`config.mk`:
```
export PLATFORM = sky130hd
export DESIGN_NAME = mov_dest_scheduler
export DESIGN_NICKNAME = d
export VERILOG_FILES = /design/src/rtl/mov_dest_scheduler.sv
export SDC_FILE = /design/constraint.sdc
export NUM_CORES = 1
export LEC_CHECK = 0
export ABC_AREA = 0
export BUFFER_PORTS_ARGS = -buffer_cell sky130_fd_sc_hd__buf_2
export CAP_MARGIN = 20
export CORE_AREA = 2 2 60 85
export CTS_BUF_LIST = sky130_fd_sc_hd__clkbuf_8
export DETAILED_ROUTE_END_ITERATION = 10
export DIE_AREA = 0 0 62 87
export PLACE_DENSITY = 0.81
export SYNTH_ARGS = -nofsm -noshare
export SYNTH_HDL_FRONTEND = slang
export SYNTH_SLANG_ARGS = --single-unit
```
`constraint.sdc`:
```
create_clock -name clk -period 4 [get_ports clk]
set_input_delay 0.4 -clock clk [delete_from_list [all_inputs] [get_ports clk]]
set_output_delay 0.4 -clock clk [all_outputs]
set_load 0.1 [all_outputs]
```
`src/rtl/mov_dest_scheduler.sv`:
```
// Round-robin arbiter and sequencer for the single mov destination path.
// Each granted mov holds mov_en and its destination for MOV_CYCLES cycles; a pim_mode drop aborts it.
module mov_dest_scheduler #(
    parameter int unsigned NUM_REQ    = 4,
    parameter int unsigned DEST_W     = 4,
    parameter int unsigned MOV_CYCLES = 3,
    parameter int unsigned CNT_W      = 16
) (
    input  logic                        clk,
    input  logic                        rst,
    input  logic                        pim_mode,
    input  logic [NUM_REQ-1:0]          req_valid,
    input  logic [NUM_REQ*DEST_W-1:0]   req_dest,
    output logic [NUM_REQ-1:0]          req_ready,
    output logic                        mov_en,
    output logic [DEST_W-1:0]           mov_dest_bin,
    output logic [2**DEST_W-1:0]        mov_dest_onehot,
    output logic                        busy,
    output logic                        done,
    output logic [$clog2(NUM_REQ)-1:0]  done_id,
    output logic                        abort,
    output logic [CNT_W-1:0]            mov_count
);

    localparam int unsigned ID_W = $clog2(NUM_REQ);
    localparam int unsigned OH_W = 2**DEST_W;
    localparam int unsigned CC_W = (MOV_CYCLES > 1) ? $clog2(MOV_CYCLES) : 1;
    localparam logic [CC_W-1:0] CntLoad = CC_W'(MOV_CYCLES - 1);

    typedef enum logic {StIdle, StDrive} state_e;

    state_e              state_q, state_d;
    logic [CC_W-1:0]     cnt_q, cnt_d;
    logic [ID_W-1:0]     last_q, last_d;
    logic [ID_W-1:0]     id_q, id_d;
    logic                mov_en_q, mov_en_d;
    logic [DEST_W-1:0]   dest_q, dest_d;
    logic [OH_W-1:0]     onehot_q, onehot_d;
    logic                done_q, done_d;
    logic                abort_q, abort_d;
    logic [ID_W-1:0]     done_id_q, done_id_d;
    logic [CNT_W-1:0]    count_q, count_d;

    logic                win_found;
    logic [ID_W-1:0]     win_idx;
    logic [ID_W-1:0]     cand;
    logic [DEST_W-1:0]   win_dest;
    logic                grant;
    logic                complete;

    // Search starts one past the last grant so every valid requester is served in turn.
    always_comb begin
        win_found = 1'b0;
        win_idx   = '0;
        cand      = '0;
        for (int unsigned k = 1; k <= NUM_REQ; k++) begin
            cand = ID_W'((32'(last_q) + k) % NUM_REQ);
            if (!win_found && req_valid[cand]) begin
                win_found = 1'b1;
                win_idx   = cand;
            end
        end
    end

    assign grant     = (state_q == StIdle) && pim_mode && win_found;
    assign req_ready = grant ? (NUM_REQ'(1) << win_idx) : '0;
    assign win_dest  = req_dest[32'(win_idx) * DEST_W +: DEST_W];

    always_comb begin
        state_d   = state_q;
        cnt_d     = cnt_q;
        last_d    = last_q;
        id_d      = id_q;
        mov_en_d  = mov_en_q;
        dest_d    = dest_q;
        onehot_d  = onehot_q;
        done_d    = 1'b0;
        abort_d   = 1'b0;
        done_id_d = done_id_q;
        count_d   = count_q;
        complete  = 1'b0;

        unique case (state_q)
            StIdle: begin
                if (grant) begin
                    state_d           = StDrive;
                    cnt_d             = CntLoad;
                    last_d            = win_idx;
                    id_d              = win_idx;
                    mov_en_d          = 1'b1;
                    dest_d            = win_dest;
                    onehot_d          = '0;
                    onehot_d[win_dest] = 1'b1;
                    if (CntLoad == '0) begin
                        complete  = 1'b1;
                        done_id_d = win_idx;
                    end
                end
            end
            StDrive: begin
                if (cnt_q == '0) begin
                    state_d  = StIdle;
                    mov_en_d = 1'b0;
                    dest_d   = '0;
                    onehot_d = '0;
                end else if (!pim_mode) begin
                    // Checked before completion so a drop on the final edge still aborts.
                    state_d   = StIdle;
                    mov_en_d  = 1'b0;
                    dest_d    = '0;
                    onehot_d  = '0;
                    abort_d   = 1'b1;
                    done_id_d = id_q;
                end else begin
                    cnt_d = cnt_q - CC_W'(1);
                    if (cnt_q == CC_W'(1)) begin
                        complete  = 1'b1;
                        done_id_d = id_q;
                    end
                end
            end
            default: state_d = StIdle;
        endcase

        if (complete) begin
            done_d  = 1'b1;
            count_d = (&count_q) ? count_q : count_q + CNT_W'(1);
        end
    end

    always_ff @(posedge clk) begin
        if (rst) begin
            state_q   <= StIdle;
            cnt_q     <= '0;
            last_q    <= ID_W'(NUM_REQ - 1);
            id_q      <= '0;
            mov_en_q  <= 1'b0;
            dest_q    <= '0;
            onehot_q  <= '0;
            done_q    <= 1'b0;
            abort_q   <= 1'b0;
            done_id_q <= '0;
            count_q   <= '0;
        end else begin
            state_q   <= state_d;
            cnt_q     <= cnt_d;
            last_q    <= last_d;
            id_q      <= id_d;
            mov_en_q  <= mov_en_d;
            dest_q    <= dest_d;
            onehot_q  <= onehot_d;
            done_q    <= done_d;
            abort_q   <= abort_d;
            done_id_q <= done_id_d;
            count_q   <= count_d;
        end
    end

    assign mov_en          = mov_en_q;
    assign mov_dest_bin    = dest_q;
    assign mov_dest_onehot = onehot_q;
    assign busy            = (state_q != StIdle);
    assign done            = done_q;
    assign done_id         = done_id_q;
    assign abort           = abort_q;
    assign mov_count       = count_q;

endmodule

```
==> impl_metrics.yaml <==
global_route:
  grt_remaining_overflow: 0
  grt_first_pass_wirelength_um: 9197
  grt_pass1_vias: 2142
  antenna_found_initial: 0
  grt_max_degree: 38
  track_usage_pct: 22.29
detailed_routing:
  drtPass1Iterations: 4
  post_drt_wl_per_cell_um: 14.03
  avgViaCountPerCell: 5.814
  drc: 0
  wl_um: 5740
  vias: 2378
  drtIter0Drc: 92
  ant_nets: 0
worst_setup_path:
  cp-endpoint: "req_ready[0]"
  worst-r2r-setup-slack_ns: 1.44
  crit_cells: 4
  path_cells: "o21ai_1 -> o221ai_2 -> and3_1 -> buf_2"
  crit_start: "last_q[1]$_SDFFE_PP1P_"
  slowest_delay_ns: 0.83
  reg2reg_from: "cnt_q[0]$_SDFFE_PP0P_"
  path_max_fanout: 25
  critPathTopFamily: "compound AO/OA/AOI/OAI gates"
  endpoint_kind: "output pin"
  worstSetupStartpointType: "flip-flop"
  reg2reg_to: "mov_dest_onehot[8]$_SDFFE_PP0P_"
  critPathKind: "flip-flop to output pin"
  slowest_stage: "o221ai_2"
  worstPathRequired_ns: 3.60
  cp_num_buf_inv: 1
  arrival_ns: 2.35
  r2r_cells: 5
clock_tree:
  hold_buffers: 0
  htree_levels: 2
  cts_buffers: 5
  cts.sinks: 48
  root_buffer: "clkbuf_8"
  path_clk_slew_ns: 0.09
  ctsLongestPathBuffers: 2
  cts_tree: "yes"
  clk-insertion-delay-late_ns: 0.30
  post_cts_buffers: 0
  post_cts_resized: 0
cells_and_area:
  layout_commonest_cell: "buf_2"
  fill_cells: 413
  layout_common_cells: "buf_2, dfxtp_1, nor2_1"
  drive_above_1_share_pct: 25.22
  fin_cells: 409
  nNetsFinal: 370
  area_growth_pct: 19.76
  antenna_cells: 0
floorplan:
  dieArea_mm2: 0.005394
  fp.dieH_um: 87
  io_pins: 69
  rows: 30
  coreArea_mm2: 0.004692
  die_w_um: 62
  start_util_pct: 52.91
synthesis:
  synth_edf_count: 0
  syn_area_mm2: 0.002482
  synth_fp_nets: 308
  ys_warn_count: 0
  ys_ff_latch: 48
  syn_inst: 282
  synth.distinct_cells: 56
  yosysSeqAreaShare_pct: 38.71
  synthFlopType: "dfxtp_1"
  synth.avg_cell_area_um2: 8.803
  async_flop_share_pct: 0
sta:
  drv_slew: 0
  tightest_slew_ns: 1.082
  rsz0062_at_grt: "false"
  post-route-min-period_ns: 2.751
  finalCritPeriodShare_pct: 68.77
  hold_viol: 0
  maxSlewHeadroom_pct: 27.89
  max_freq_mhz: 363.5
  timing.setup.tns_ns: 0
  setup_viol: 0
  fin_skew_ns: 0.007020
place:
  port_buffers: 68
  dp.cells: 401
  gp_congestion: 0.8125
  place_hpwl_um: 4270
outcome:
  status: "finished, final reports clean"
pwr:
  powerDensity_mw_per_mm2: 408.2
  vdd_ir_drop_max_mv: 0.3154
  p_leak_nw: 1.277
flow_run:
  cap_violations: 0
worst_hold_path:
  holdCritPathClass: "primary input to flip-flop"
[routing by layer]
layer	track usage, %	wire, um	vias up
li1	-	-	1171
met1	23.96	2252	1140
met2	40.44	3160	57
met3	3.863	202	10
met4	9.671	125	0
met5	0	0	-
[worst min path at each step]
stage	to	cells past startpoint	slack, ns	start
2_1_floorplan	id_q[1]$_SDFFE_PP0P_	2	0.44	id_q[1]$_SDFFE_PP0P_
3_3_place_gp	mov_en$_SDFFE_PP0P_	2	0.44	mov_en$_SDFFE_PP0P_
3_5_place_dp	mov_en$_SDFFE_PP0P_	2	0.45	mov_en$_SDFFE_PP0P_
4_1_cts	abort$_SDFF_PP0_	2	0.30	pim_mode
5_1_grt	abort$_SDFF_PP0_	2	0.31	pim_mode
6_report	abort$_SDFF_PP0_	2	0.32	pim_mode
[per-stage QoR]
stage          total power [mW]  cell area, um2  setup slack [ns]  hold WS (ns)  util, %
5_1_grt                   1.263            2973             1.117        0.3052    63.36
6_report                  1.214            2973             1.249        0.3197    63.36
4_1_cts                   1.223            2973             1.270        0.3033    63.36
2_1_floorplan            0.7521            2482            0.1705        0.4357        -
3_5_place_dp             0.8071            2835             1.426        0.4460    60.43
3_3_place_gp             0.8026            2835             1.483        0.4443    60.43
[report_power, final]
part / leakage (nW) / switching (mW) / internal (mW)
clock network: 0.0687 / 0.165 / 0.251
registers: 0.389 / 0.0107 / 0.493
logic: 0.819 / 0.219 / 0.0738
[synth_stat cells, types with 2 or more instances]
| cell | count | area share [%] |
|---|---|---|
| a211oi_1 | 5 | 1.5 |
| a21oi_1 | 9 | 1.8 |
| a311o_1 | 4 | 1.6 |
| a311oi_1 | 3 | 1.1 |
| a31oi_1 | 6 | 1.5 |
| a32o_1 | 16 | 6.5 |
| and3_1 | 7 | 1.8 |
| buf_1 | 2 | 0.30 |
| buf_2 | 4 | 0.81 |
| buf_6 | 3 | 1.4 |
| clkbuf_1 | 5 | 0.76 |
| dfxtp_1 | 48 | 39 |
| ha_1 | 3 | 1.5 |
| inv_1 | 7 | 1.1 |
| mux2i_1 | 7 | 2.8 |
| nand2_1 | 20 | 3.0 |
| nand2b_1 | 7 | 1.8 |
| nand3_1 | 16 | 3.2 |
| nand3b_1 | 2 | 0.60 |
| nand4_1 | 6 | 1.5 |
| nor2_1 | 35 | 5.3 |
| nor3_1 | 8 | 1.6 |
| nor3b_1 | 7 | 2.1 |
| o21ai_0 | 4 | 0.81 |
| o21ai_1 | 2 | 0.40 |
| o2bb2ai_1 | 2 | 0.71 |
| or3_1 | 3 | 0.76 |
| xnor2_1 | 3 | 1.1 |
| xor2_1 | 11 | 3.9 |
[area by class of cell]
cell class                 count  area [um2]  area share [%]
timing repair buffer          70       355.3           11.95
clock inverter                 3       68.82           2.315
sequential                    48       960.9           32.32
tap                           64       80.08           2.694
multi-input combinational    212        1413           47.52
inverter                       7       26.28          0.8838
clock buffer                   5       68.82           2.315
[registers in the layout (all words and copies together), names as in the netlist]
signal           cells
done_id              2
cnt_q                2
done                 1
mov_en               1
id_q                 2
mov_dest_onehot     16
abort                1
mov_dest_bin         4
last_q               2
busy                 1
mov_count           16
[worst register-to-register path, delay by kind of cell, from the launching register on]
kind,cells,cell delay (ns)
compound gates,2,0.90
fa+ha+maj,1,0.23
buf+inv,1,0.07
flops,1,0.41
simple gates,1,0.89
[logic make-up after synthesis]
group                      Yosys count  synth area share, %
buffers and inverters               22                4.587
xor gates and xnor gates            14                4.940
adders and majority gates            3                1.512
AOI/OAI and AO/OA                   65                21.17
muxes                                8                3.276
and+or+nand+nor                    122                25.81
DFF                                 48                38.71
No activity file was read; power rests on OpenSTA's default activity.
